File: config.mk
export PLATFORM = sky130hd
export DESIGN_NAME = mon_capture
export DESIGN_NICKNAME = d
export VERILOG_FILES = /design/src/rtl/mon_capture.sv
export SDC_FILE = /design/constraint.sdc
export NUM_CORES = 1
export LEC_CHECK = 0
export CAP_MARGIN = 20
export CORE_UTILIZATION = 60
export DETAILED_ROUTE_END_ITERATION = 6
export HOLD_SLACK_MARGIN = 0.08
export PLACE_DENSITY = 0.86
export SYNTH_ARGS = -nofsm -noshare
export SYNTH_HDL_FRONTEND = slang
export SYNTH_SLANG_ARGS = --single-unit
File: constraint.sdc
create_clock -name clk -period 5.65 [get_ports clk]
set_input_delay 1.13 -clock clk [delete_from_list [all_inputs] [get_ports clk]]
set_output_delay 1.13 -clock clk [all_outputs]
set_load 0.005 [all_outputs]
File: src/rtl/mon_capture.sv
// Serial capture monitor: samples mon_in for nbits clocks, packs LSB-first words into a FIFO.
// Optional per-word cycle timestamp when MON_CAPTURE_TIMESTAMP_EN is defined.
module mon_capture #(
  parameter int ID    = 1,
  parameter int WIDTH = 32,
  parameter int DEPTH = 8
) (
  input  logic                       clk,
  input  logic                       rst,
  input  logic                       mon_in,
  input  logic                       arm,
  input  logic [15:0]                nbits,
  output logic                       busy,
  output logic                       rd_valid,
  input  logic                       rd_ready,
  output logic [WIDTH-1:0]           rd_data,
  output logic                       rd_last,
  output logic [$clog2(DEPTH+1)-1:0] level,
  output logic                       ovf,
  input  logic                       clr_ovf
`ifdef MON_CAPTURE_TIMESTAMP_EN
  ,
  output logic [31:0]                rd_ts
`endif
);

  localparam int BW = (WIDTH > 1) ? $clog2(WIDTH) : 1;
  localparam int AW = $clog2(DEPTH);
  localparam int LW = $clog2(DEPTH + 1);

  if (DEPTH < 2 || (DEPTH & (DEPTH - 1)) != 0 || ID < 0) begin : g_bad_cfg
    $error("mon_capture: DEPTH must be a power of two >= 2 and ID non-negative");
  end

  typedef enum logic {S_IDLE, S_CAPTURE} state_t;

  state_t            state, state_nxt;
  logic [15:0]       remaining;
  logic [BW-1:0]     bit_idx;
  logic [WIDTH-1:0]  shreg;
  logic [WIDTH-1:0]  cur_word;
  logic              accept, sample, push, push_last;

  logic [WIDTH-1:0]  mem      [DEPTH];
  logic              last_mem [DEPTH];
  logic [AW-1:0]     wptr, rptr;
  logic              full, pop, wr_en, drop;

  always_ff @(posedge clk or negedge rst) begin
    if (!rst) state <= S_IDLE;
    else      state <= state_nxt;
  end

  always_comb begin
    state_nxt = state;
    case (state)
      S_IDLE:    if (arm && nbits != 16'd0) state_nxt = S_CAPTURE;
      S_CAPTURE: if (remaining == 16'd1)    state_nxt = S_IDLE;
      default:   state_nxt = S_IDLE;
    endcase
  end

  always_comb begin
    busy   = (state == S_CAPTURE);
    accept = (state == S_IDLE) && arm && (nbits != 16'd0);
    sample = (state == S_CAPTURE);
  end

  // Word under construction including the bit sampled at this edge.
  always_comb begin
    cur_word          = shreg;
    cur_word[bit_idx] = mon_in;
  end

  assign push_last = (remaining == 16'd1);
  assign push      = sample && ((bit_idx == BW'(WIDTH - 1)) || push_last);

  always_ff @(posedge clk or negedge rst) begin
    if (!rst) begin
      remaining <= '0;
      bit_idx   <= '0;
      shreg     <= '0;
    end else if (accept) begin
      remaining <= nbits;
      bit_idx   <= '0;
      shreg     <= '0;
    end else if (sample) begin
      remaining <= remaining - 16'd1;
      if (push) begin
        bit_idx <= '0;
        shreg   <= '0;
      end else begin
        bit_idx <= bit_idx + BW'(1);
        shreg   <= cur_word;
      end
    end
  end

  assign rd_valid = (level != '0);
  assign full     = (level == LW'(DEPTH));
  assign pop      = rd_valid && rd_ready;
  // A full FIFO still accepts a word when the head leaves on the same edge.
  assign wr_en    = push && (!full || pop);
  assign drop     = push && full && !pop;

  always_ff @(posedge clk or negedge rst) begin
    if (!rst) begin
      wptr  <= '0;
      rptr  <= '0;
      level <= '0;
      ovf   <= 1'b0;
    end else begin
      if (wr_en) wptr <= wptr + AW'(1);
      if (pop)   rptr <= rptr + AW'(1);
      case ({wr_en, pop})
        2'b10:   level <= level + LW'(1);
        2'b01:   level <= level - LW'(1);
        default: level <= level;
      endcase
      if (drop)         ovf <= 1'b1;
      else if (clr_ovf) ovf <= 1'b0;
    end
  end

  always_ff @(posedge clk) begin
    if (wr_en) begin
      mem[wptr]      <= cur_word;
      last_mem[wptr] <= push_last;
    end
  end

  assign rd_data = rd_valid ? mem[rptr] : '0;
  assign rd_last = rd_valid ? last_mem[rptr] : 1'b0;

`ifdef MON_CAPTURE_TIMESTAMP_EN
  logic [31:0] cyc, ts_lat, word_ts;
  logic [31:0] ts_mem [DEPTH];

  // Timestamp is the counter value seen at the edge sampling bit 0 of the word.
  assign word_ts = (bit_idx == '0) ? cyc : ts_lat;

  always_ff @(posedge clk or negedge rst) begin
    if (!rst) begin
      cyc    <= '0;
      ts_lat <= '0;
    end else begin
      cyc <= cyc + 32'd1;
      if (sample && bit_idx == '0) ts_lat <= cyc;
    end
  end

  always_ff @(posedge clk) begin
    if (wr_en) ts_mem[wptr] <= word_ts;
  end

  assign rd_ts = rd_valid ? ts_mem[rptr] : '0;
`endif

endmodule

Word level (Yosys, flattened, before mapping). Memory sizes are Yosys's and may differ from the RTL's. Index checks and enable logic that the tools add are counted.

$add $sub $neg: 6. Multipliers: 0. Div/mod/pow operators: 0. Magnitude comparators: 2. Equal/unequal tests: 5. Shifts and indexed selects: 0. Mux-type cells: 21. Bitwise operators: 1. Reductions and logical operators: 18.

Operators by type and width (number): $mux W32 (4); $bwmux W32 (1); $mux W16 (2); $eq A16 B1 Y1 const B (1); $reduce_bool A16 Y1 (1); $sub A16 B1 Y16 const B (1); $mux W5 (3); $logic_and A1 B1 Y1 (9); $mux W1 (8); $pmux W4 S2 (1); $add A3 B1 Y3 const B (2); $lt A5 B6 Y1 const B (1); $reduce_bool A2 Y1 (3); $add A5 B1 Y5 const B (1); $demux W1 S5 (1); $eq A5 B5 Y1 const B (1); $ge A5 B1 Y1 const B (1); $add A4 B1 Y4 const B (1); $eq A4 B4 Y1 const B (1); $reduce_bool A4 Y1 (1); $sub A4 B1 Y4 const B (1); $eq A2 B1 Y1 const B (1); $eq A2 B2 Y1 const B (1); $logic_not A1 Y1 (2); 3 further kinds (4).

Register bits: 65. Latch bits: 0. RAM bits: 264. ROM bits: 0. Bits of input ports: 22. Output and inout port bits: 40. Logic and storage cells: 63. Memories kept: 2.

Memory list: mem (words 8, width 32, rd ports 1, clocked after memory_dff 0, write ports 1, RTL line 44) `logic [WIDTH-1:0] mem [DEPTH];`; last_mem (words 8, width 1, rd ports 1, clocked after memory_dff 0, write ports 1, RTL line 45) `logic last_mem [DEPTH];`.

Depth between registers and ports, before layout. Gate-level depths: netlist (run 1).

Depth after elaboration: 8. Depth in mapped cells: 13.

Worst setup path before layout (run 1). OpenSTA, ideal clock, no wires.

Kind: flip-flop to flip-flop. From: reg remaining[1]. To: mem last_mem[1] (enable). Setup time: 0.464 ns. Data arrival time: 4.308 ns. Data required time: 5.186 ns. Setup slack: 0.878 ns. Stages on the path, launching flop included: 8. Period minus slack after synthesis: 4.772 ns. Cell sequence: dfrtp_1 -> inv_1 -> ha_1 -> or4b_1 -> nor4_4 -> o211ai_1 -> or2_2 -> nor3_1.

Longest elaborated chain between the ends: 6.

Ends and longest elaborated chain: from (decl) (RTL line 38) `logic [15:0] remaining;`; from (signal assigned) (RTL line 84) `remaining <= nbits;`; from (signal assigned) (RTL line 88) `remaining <= remaining - 16'd1;`; $eq A16 B1 Y1 (RTL line 75) `assign push_last = (remaining == 16'd1);`; $logic_or A1 B1 Y1 (RTL line 76) `assign push = sample && ((bit_idx == BW'(WIDTH - 1)) || push_last);`; $logic_and A1 B1 Y1 (RTL line 76); $logic_and A1 B1 Y1 (RTL line 103) `assign wr_en = push && (!full || pop);`; $mux W1 (RTL line 126) `if (wr_en) begin`; $mux W1 (implied by the code) (RTL line 128) `last_mem[wptr] <= push_last;`; to (decl) (RTL line 45).

No other way between the ends.

Final worst setup path (run 1).
From: reg rptr[0]. To: out rd_data[0].

Longest elaborated chain between the ends: 2.

Ends and longest elaborated chain: from (decl) (RTL line 46) `logic [AW-1:0] wptr, rptr;`; from (signal assigned) (RTL line 114) `if (pop) rptr <= rptr + AW'(1);`; $mem_v2 Z8 W32; $mux W32 (RTL line 132) `assign rd_data = rd_valid ? mem[rptr] : '0;`; to (decl) (RTL line 16) `output logic [WIDTH-1:0] rd_data,`.

No other way between the ends.

==> impl_results.md, run 1 <==
- Clock slew at reported path FFs: around 0.06 ns
- CTS Root Cell: clkbuf_16
- VDD IR max: approximately 240 µV
- Synth area leaders: edfxtp_1, dfrtp_1, mux4_2
- Crit start category: register
- Die W: about 150 µm
- Ratio of cells with drive above 1 in the final layout: between 20% and 30%
- Synth cell types: 47
- Final hold vios: 0
- Fin. max-slew vios: 0
- Via Count: about 7500
- Die H: approximately 150 µm
- Async set or reset register ratio after synthesis: between 10% and 20%
- Total die area: 23300 µm²
- Final wirelength: just under 30 mm
- Post-synth net total: 820
- CP max FO: 38
- GRT overflow: 0
- Remaining antenna violation count: 0
- DR top layer: met4
- Reg2reg end: mem[6][12]
- CTS tree: done
- Final non-filler cell total: 1159
- Sequential area share after synthesis: about 70%
- Total GRT Usage: 26.1%
- H-tree Lvls: 1
- Worst Reg-to-Reg Cells: 8
- Initial antenna violation count: 0
- Max Fclk: 0.234 GHz
- Clk_lat worst skew: approximately 0.55 ns
- Mean Syn Cell Area: 17.3 µm²
- Synth area leader: edfxtp_1
- Post-CTS Setup Inserts: 0
- Min Clock Period, post-route: 4.27 ns
- Ys flop type: edfxtp_1
- DPL Wire Length: 16.4 mm
- Status: finished, final reports clean
- Final net count: 887
- Initial Utilization: roughly three fifths
- Flop-to-flop setup slack: between 1.5 and 2 ns
- Met3 wire len: between 2 and 2.5 mm
- Slowest stage delay, CP: roughly 0.84 ns
- Final GP Congestion: between 0.7 and 0.8
- Fillcell total: ~1300
- I/O Buffers: 61
- Syn Inst Count: 788
- Vias per cell: 6.47
- First-pass GRT wire length: 45.6 mm
- CP Data Required Time: ~4.5 ns
- CTS Buf Count: 31
- Crit path max-delay cell type: dfrtp_4
- PostCTS Resize Cnt: 0
- Initial DRT Pass Iterations: 7
- Wl on met1: approximately 11 mm
- Crit path DAT: 3.14 ns
- Slew HR: between 30 and 40%
- Crit-path cells: buf_12, mux4_2, mux2i_1, nor2_1, clkdlybuf4s50_1
- Tcrit/Tclk final: roughly 76%
- Ports: between 60 and 70
- CTS Hold Buffers Added: 0
- Synth warnings: 0
- DRT iter0 DRCs: 716
- Min-Delay Endpoint: shreg[6]
- Dpl cells: 1100
- Crit end category: output port
- Remaining DRCs: 0
- Path type of the worst min-delay path: register to register
- Antenna diodes: 0
- Clock Path Buffers: 3
- Hold path startpoint: shreg[6]
- Syn-to-layout area delta: 15.3%
- PD cells: slightly below 500 nW/µm²
- FF-to-FF Start: remaining[1]
- Critical path class: register to output port
- Worst-Margin Slew: ~0.95 ns
- Post-synth top area share: about three fifths
- Rows: 54
- Clk sinks: about 330
- Hold path cells: 1
- Routed wl met2: around 15 mm
- Number of synthesized flops with an enable pin: ~260
- Crit path buf inv count: 2
- Synth Register Bits: ~330
- Core ar.: between 20000 and 25000 µm²
- Setup Skew: between 0.01 and 0.015 ns
- P_leak: between 5 and 6 nW
- WL per Instance: 25.3 µm
- Synthesized cell area: around 14000 µm²
- Setup TNS: 0 ns
- Vias in the first global route: just under 8000
- RSZ-0062 raised after global routing: false
- Cell family with most CP delay: multiplexers
- Endpoints failing setup: 0
- Max Cap Viol: 0
- Largest net degree at the start of global routing: 66
## worst max path at each step
stage,from,cells past startpoint,to,slack (ns)
4_1_cts,rptr[0],5,rd_data[1],1.29
3_3_place_gp,rd_ready,5,mem[5][18],1.78
6_report,rptr[0],5,rd_data[0],1.38
3_5_place_dp,rd_ready,6,mem[6][23],1.68
5_1_grt,rptr[0],5,rd_data[15],1.19
2_1_floorplan,remaining[1],7,last_mem[1],0.88
## cells by family (layout without fill, tap and decap cells)
| logic type | after synthesis | count (layout) | share of synthesized area (%) |
|---|---|---|---|
| multiplexers | 137 | 137 | 16.5 |
| XOR/XNOR | 9 | 9 | 0.579 |
| buffers and inverters | 58 | 149 | 1.66 |
| AO/OA/AOI/OAI | 72 | 72 | 4.01 |
| AND/OR/NAND/NOR | 173 | 173 | 6.16 |
| adder cells (fa/ha/maj) | 10 | 10 | 0.919 |
| flip-flops | 329 | 329 | 70.2 |
## cell usage after synthesis (all sizes together), types with 12 or more instances
cell type,count
o21ai,14
mux4,66
mux2i,36
a22o,34
nor3,12
dfrtp,65
nand3,15
nand2,57
edfxtp,264
clkbuf,36
nor2,47
mux2,35
## worst register-to-register path, cell delays in order (launching register included)
cell	delay, ns
dfrtp_1	0.39
inv_1	0.12
ha_1	0.17
or4b_1	0.51
nor4_4	0.46
o211ai_1	0.24
nand2b_1	0.41
nor2_4	0.78
buf_4	0.38
## metrics by stage
stage / hold WS [ns] / cell area, µm² / total power, W / util, % / setup slack (ns)
floorplan: 0.467 / 13600 / 0.00472 / - / 0.878
global placement: 0.482 / 14600 / 0.00553 / 66.2 / 1.78
detailed placement: 0.485 / 14700 / 0.00561 / 66.6 / 1.68
CTS: 0.505 / 15700 / 0.00770 / 71.1 / 1.29
global route: 0.515 / 15700 / 0.00801 / 71.3 / 1.19
finish: 0.501 / 15700 / 0.00768 / 71.3 / 1.38
## sequential cells by signal (all words and copies together) (netlist names)
register   count
rptr           3
shreg         32
busy           1
last_mem       8
level          4
remaining     16
ovf            1
wptr           3
mem          256
bit_idx        5
## cells in the final DEF (no fill, tap or decap), types with 6 or more instances in the layout
| cell type | count |
|---|---|
| a22o_1 | 34 |
| buf_4 | 14 |
| clkbuf_16 | 31 |
| clkdlybuf4s50_1 | 60 |
| clkinv_1 | 7 |
| dfrtp_1 | 62 |
| edfxtp_1 | 264 |
| ha_1 | 10 |
| inv_1 | 11 |
| mux2_2 | 35 |
| mux2i_1 | 36 |
| mux4_2 | 66 |
| nand2_1 | 57 |
| nand3_1 | 15 |
| nor2_1 | 41 |
| nor2_4 | 6 |
| nor3_1 | 9 |
| nor4_1 | 7 |
| o211ai_1 | 6 |
| o21ai_0 | 13 |
| xnor2_1 | 6 |
## where the power goes
group          switching (W)  total [W]  leakage (nW)  internal (W)
sequential          0.000332    0.00338          3.20       0.00305
clock               0.000877    0.00206         0.484       0.00119
combinational        0.00103    0.00223          1.80       0.00121
total                0.00224    0.00768          5.49       0.00544
## metal layers
metal / vias up / track usage, %
met5: - / 0
met4: 0 / 8.03
met3: 66 / 4.10
met2: 383 / 44.0
met1: 3817 / 35.5
li1: 3232 / -
## layout make-up
cell class | instances | area (µm²) | share of cell area (%)
well taps | 280 | 350 | 2.23
clock inverters | 21 | 211 | 1.35
clock buffers | 36 | 795 | 5.06
repair buffers | 81 | 830 | 5.28
flip-flops and latches | 329 | 9560 | 60.9
inverters | 11 | 41.3 | 0.263
multi-input cells | 401 | 3910 | 24.9
Note: power is estimated with default switching activity, not from simulation.
==> run 2: changes to the inputs <==
--- a/config.mk
+++ b/config.mk
@@ -6,10 +6,10 @@
 export NUM_CORES = 1
 export LEC_CHECK = 0
 export CAP_MARGIN = 20
-export CORE_UTILIZATION = 60
+export CORE_UTILIZATION = 54
 export DETAILED_ROUTE_END_ITERATION = 6
 export HOLD_SLACK_MARGIN = 0.08
-export PLACE_DENSITY = 0.86
+export PLACE_DENSITY = 0.82
 export SYNTH_ARGS = -nofsm -noshare
 export SYNTH_HDL_FRONTEND = slang
 export SYNTH_SLANG_ARGS = --single-unit
==> constraint.sdc (replaced) <==
create_clock -name clk -period 3.65 [get_ports clk]
set_input_delay 0.73 -clock clk [delete_from_list [all_inputs] [get_ports clk]]
set_output_delay 0.73 -clock clk [all_outputs]
set_load 0.005 [all_outputs]
==> run 2 against run 1 <==
Register-to-register slack got worse by 1.5 ns. Non-clock buffer count grew 17. Flip-flop and latch count is the same. Critical path type unchanged. Largest power group unchanged.
==> impl_results.md, run 2 (synthesized netlist as in run 1, its figures left out) <==
- Status: finished, final reports clean
- Critical path depth: 5
- Die H: 161 µm
- Ratio of cells with drive above 1 in the final layout: 23.7%
- Core ar.: around 25000 µm²
- Endpoints failing setup: 0
- Crit path buf inv count: 2
- Most common cell after layout, fill and taps aside: edfxtp_1
- Biggest register: mem
- Clock slew at reported path FFs: 0.06 ns
- Clock Path Buffers: 3
- Syn-to-layout area delta: 17.5%
- Die W: 161 µm
- FF-to-FF Start: remaining[1]
- Vias per cell: roughly 6
- Final worst slack: 0.222 ns
- Cell family with most CP delay: buffers and inverters
- Worst slack at placement: approximately 0.4 ns
- Final GP Congestion: just under 0.8
- Total GRT Usage: between 20% and 30%
- Crit path max-delay cell type: dfrtp_2
- Path type of the worst min-delay path: primary input to async pin
- CTS tree: done
- DPL Wire Length: 16.9 mm
- CTS Root Cell: clkbuf_16
- WL per Instance: roughly 23 µm
- Crit path DAT: between 2 and 3 ns
- Final wirelength: roughly 28 mm
- I/O Buffers: a little over 60
- VDD IR max: roughly 500 µV
- CP Data Required Time: just under 3 ns
- Flop-to-flop setup slack: between 0.3 and 0.4 ns
- CP Capture Point: rd_data[22]
- Clk sinks: ~330
- Fin. max-slew vios: 0
- H-tree Lvls: 2
- CP startpoint: rptr[1]
- Initial Utilization: between 50% and 60%
- Final net count: a little over 900
- Critical path class: register to output port
- Final hold vios: 0
- Final Util: 65.2%
- Slew HR: between 40% and 50%
- GRT overflow: 0
- Max Cap Viol: 0
- Final instance area: ~16000 µm²
- Vias in the first global route: just under 8000
- Remaining DRCs: 0
- Commonest cells after routing, fill and taps aside: edfxtp_1, mux4_2, dfrtp_1
- Antenna diodes: 0
- Reg2reg end: mem[4][5]
- Crit-path cells: buf_4, mux4_2, mux2i_1, nor2_1, clkdlybuf4s50_1
- CP max FO: 28
- Dpl cells: approximately 1200
- First-pass GRT wire length: 44.3 mm
- Final non-filler cell total: about 1200
- DP Area: ~15000 µm²
- Max Fclk: a little under 0.3 GHz
- RSZ-0062 raised after global routing: false
- Crit end category: output port
- Tcrit/Tclk final: 93.9%
- Rows: 57
- Slowest stage delay, CP: between 0.6 and 0.7 ns
- CTS Buf Count: 34
- Worst Reg-to-Reg Cells: 8
- Via Count: roughly 7500
- Biggest regs: mem (256), shreg (32), remaining (16)
- DRT iter0 DRCs: between 600 and 700
- Max reg flops: roughly 260
- Initial DRT Pass Iterations: 4
- Setup Skew: between 0.02 and 0.025 ns
- Worst-Margin Slew: ~0.80 ns
- Total die area: 25800 µm²
- Ports: between 60 and 70
- PD cells: approximately 760 nW/µm²
- Post-CTS Setup Inserts: 0
- CTS Hold Buffers Added: 0
- PostCTS Resize Cnt: 0
- Clk_lat worst skew: between 0.5 and 0.6 ns
- Initial antenna violation count: 0
- Remaining antenna violation count: 0
- Min Clock Period, post-route: 3.43 ns
- Crit start category: register
- Largest net degree at the start of global routing: 44
- P_leak: around 5.6 nW
## run 2: where the power goes
group / switching (W) / total, W / internal, W
clock: 0.00136 / 0.00341 / 0.00205
combinational: 0.00168 / 0.00363 / 0.00195
sequential: 0.000417 / 0.00514 / 0.00472
## run 2: worst min-delay path by stage
| stage | from | end | slack (ns) | cells past startpoint |
|---|---|---|---|---|
| 6_report | rst | shreg[3] | 0.12 | 1 |
| 5_1_grt | rst | shreg[9] | 0.13 | 1 |
| 4_1_cts | rst | shreg[3] | 0.44 | 1 |
| 3_5_place_dp | shreg[6] | shreg[6] | 0.49 | 1 |
| 3_3_place_gp | shreg[22] | shreg[22] | 0.48 | 1 |
| 2_1_floorplan | rst | bit_idx[0] | 0.43 | 0 |
## run 2: layout make-up
cell class              instances  area, µm²
flip-flops and latches        329       9560
clock inverters                10        113
clock buffers                  51       1010
inverters                      11       41.3
repair buffers                 98        945
fillers                      1670       8540
well taps                     324        405
multi-input cells             401       3920
## run 2: metal layers
layer  vias to the layer above  part of all wire (%)  GRT usage [%]
met1                      3884                    42           30.7
met3                        74                   5.3           3.80
met4                         0                   3.5           8.75
met2                       272                    50           37.3
li1                       3284                     -              -
met5                         -                     0              0
## run 2: through the flow
step | total power, W | hold slack, ns | TNS (ns)
6_report | 0.0122 | 0.123 | 0
5_1_grt | 0.0127 | 0.126 | 0
4_1_cts | 0.0122 | 0.437 | 0
3_5_place_dp | 0.00882 | 0.485 | 0
3_3_place_gp | 0.00868 | 0.482 | 0
2_1_floorplan | 0.00731 | 0.434 | -40.83
==> run 3: changes to the inputs <==
--- a/config.mk
+++ b/config.mk
@@ -10,6 +10,7 @@
 export DETAILED_ROUTE_END_ITERATION = 6
 export HOLD_SLACK_MARGIN = 0.08
 export PLACE_DENSITY = 0.82
+export REMOVE_ABC_BUFFERS = 1
 export SYNTH_ARGS = -nofsm -noshare
 export SYNTH_HDL_FRONTEND = slang
 export SYNTH_SLANG_ARGS = --single-unit
==> run 3 against run 2 <==
Wire length is 5.3% lower. Setup slack better by 0.048 ns. Via count is 2.6% lower. Sequential share of layout area is 0.65 points higher. Clock power is 9.1% lower. Clock-buffer cell count is 11 lower.
==> impl_results.md, run 3 (synthesized netlist as in run 1, its figures left out) <==
- Die H: between 150 and 200 µm
- GR Util met2: between 30% and 40%
- Gr busiest metal: met2
- FF-to-FF Start: remaining[1]
- Storage cell area: 9560 µm²
- Post-CTS Setup Inserts: 0
- CP max FO: 31
- WL per Instance: about 22 µm
- Commonest cells after routing, fill and taps aside: edfxtp_1, mux4_2, dfrtp_1
- Vias per cell: between 6 and 7
- PD cells: around 740 nW/µm²
- Tcrit/Tclk final: slightly above 90%
- Syn-to-layout area delta: 16.2%
- Crit path max-delay cell type: dfrtp_4
- Crit path DAT: 2.65 ns
- Core ar.: 24500 µm²
- Setup Skew: between 0.02 and 0.025 ns
- Max Fclk: 0.296 GHz
- Via Count: 7315
- Switching Share: between 20 and 30%
- Biggest regs: mem (256), shreg (32), remaining (16)
- Final hold vios: 0
- Comb pwr share: roughly 30%
- Status: finished, final reports clean
- DRT iter0 DRCs: 512
- Rows: 57
- Ports: 62
- M1 GR Usage: ~30%
- Sequential share of power: between 40% and 50%
- Initial Utilization: 55.5%
- Slowest stage delay, CP: ~0.57 ns
- Max Cap Viol: 0
- Final GP Congestion: approximately 0.78
- Remaining DRCs: 0
- Total GRT Usage: between 20% and 30%
- Crit end category: output port
- Clk sinks: roughly 330
- Most common cell after layout, fill and taps aside: edfxtp_1
- Pint: ~0.0085 W
- Final net count: approximately 900
- Ratio of cells with drive above 1 in the final layout: a little under a quarter
- CP Data Required Time: around 2.9 ns
- CTS Buf Count: 31
- Final non-filler cell total: ~1200
- Clock Path Buffers: 3
- Fin. max-slew vios: 0
- Final wirelength: ~27 mm
- Crit start category: register
- Critical path class: register to output port
- Clk_lat worst skew: approximately 0.56 ns
- Initial DRT Pass Iterations: 5
- Vias in the first global route: about 7400
- Reg2reg end: mem[0][10]
- Largest net degree at the start of global routing: between 60 and 70
- VDD IR max: 538 µV
- Initial antenna violation count: 0
- Fillcell total: roughly 1700
- Slew HR: around 44%
- Path type of the worst min-delay path: primary input to async pin
- Met3 Usage GRT: 3.49%
- Min Clock Period, post-route: between 3 and 4 ns
- Remaining antenna violation count: 0
- Endpoints failing setup: 0
- Final Util: around 64%
- Clock slew at reported path FFs: about 0.06 ns
- Antenna diodes: 0
- Die W: 161 µm
- GRT overflow: 0
- H-tree Lvls: 1
- Crit path buf inv count: 2
- Crit-path cells: buf_12, mux4_2, mux2i_1, nor2_1, clkdlybuf4s50_1
- Clock power share: 26.3%
- CTS Hold Buffers Added: 0
- Worst-Margin Slew: ~0.84 ns
- Net Switching: 0.00330 W
- DPL Wire Length: roughly 16 mm
- Dpl cells: about 1200
- Cell family with most CP delay: buffers and inverters
- RSZ-0062 raised after global routing: false
- CTS tree: done
- P_leak: 5.56 nW
- Total die area: 25800 µm²
- Biggest register: mem
- Max reg flops: 256
- First-pass GRT wire length: between 40 and 50 mm
- Worst Reg-to-Reg Cells: 8
- CTS Root Cell: clkbuf_16
- Flop-to-flop setup slack: 0.33 ns
- Area of the multi-input gates: between 3000 and 4000 µm²
- I/O Buffers: between 60 and 70
-- run 3: what timing repair did --
| action | in CTS | in global routing |
|---|---|---|
| resized for setup | 0 | 1 |
| setup endpoints to repair | 0 | 2 |
| hold endpoints to repair | 0 | 0 |
-- run 3: area by class of cell --
class,count,area share [%]
tap,324,2.56
clock inverter,16,0.973
inverter,11,0.261
clock buffer,40,5.31
sequential,329,60.4
multi-input combinational,401,24.7
timing repair buffer,90,5.75
-- run 3: routing by layer --
layer	vias up	part of all wire, %
met3	37	6.1
met5	-	0
met4	0	2.2
met1	3768	42
li1	3257	-
met2	253	49
-- run 3: worst max-delay path by stage --
stage	from	depth (start not counted)	slack, ns	to
after floorplan	remaining[1]	7	-1.14	last_mem[1]
after global placement	remaining[1]	8	0.35	mem[0][11]
after detailed placement	remaining[1]	8	0.27	mem[0][28]
after CTS	rptr[0]	5	0.20	rd_data[4]
after global routing	rptr[0]	5	0.09	rd_data[19]
final	rptr[0]	5	0.27	rd_data[4]
-- run 3: stage by stage --
stage	setup TNS, ns	cell area (µm²)	setup slack [ns]	hold slack, ns	power [W]
2_1_floorplan	-129.14	13400	-1.14	0.434	0.00734
3_5_place_dp	0	14800	0.267	0.485	0.00876
6_report	0	15800	0.270	0.152	0.0118
4_1_cts	0	15800	0.199	0.407	0.0119
3_3_place_gp	0	14800	0.351	0.482	0.00864
5_1_grt	0	15800	0.0858	0.181	0.0123
-- run 3: power groups by stage --
stage	sequential [W]	combinational, W	clock [W]
final	0.00508	0.00359	0.00310
after global routing	0.00511	0.00391	0.00329
after CTS	0.00507	0.00365	0.00315
after detailed placement	0.00514	0.00361	0
after global placement	0.00512	0.00352	0
after floorplan	0.00530	0.00204	0
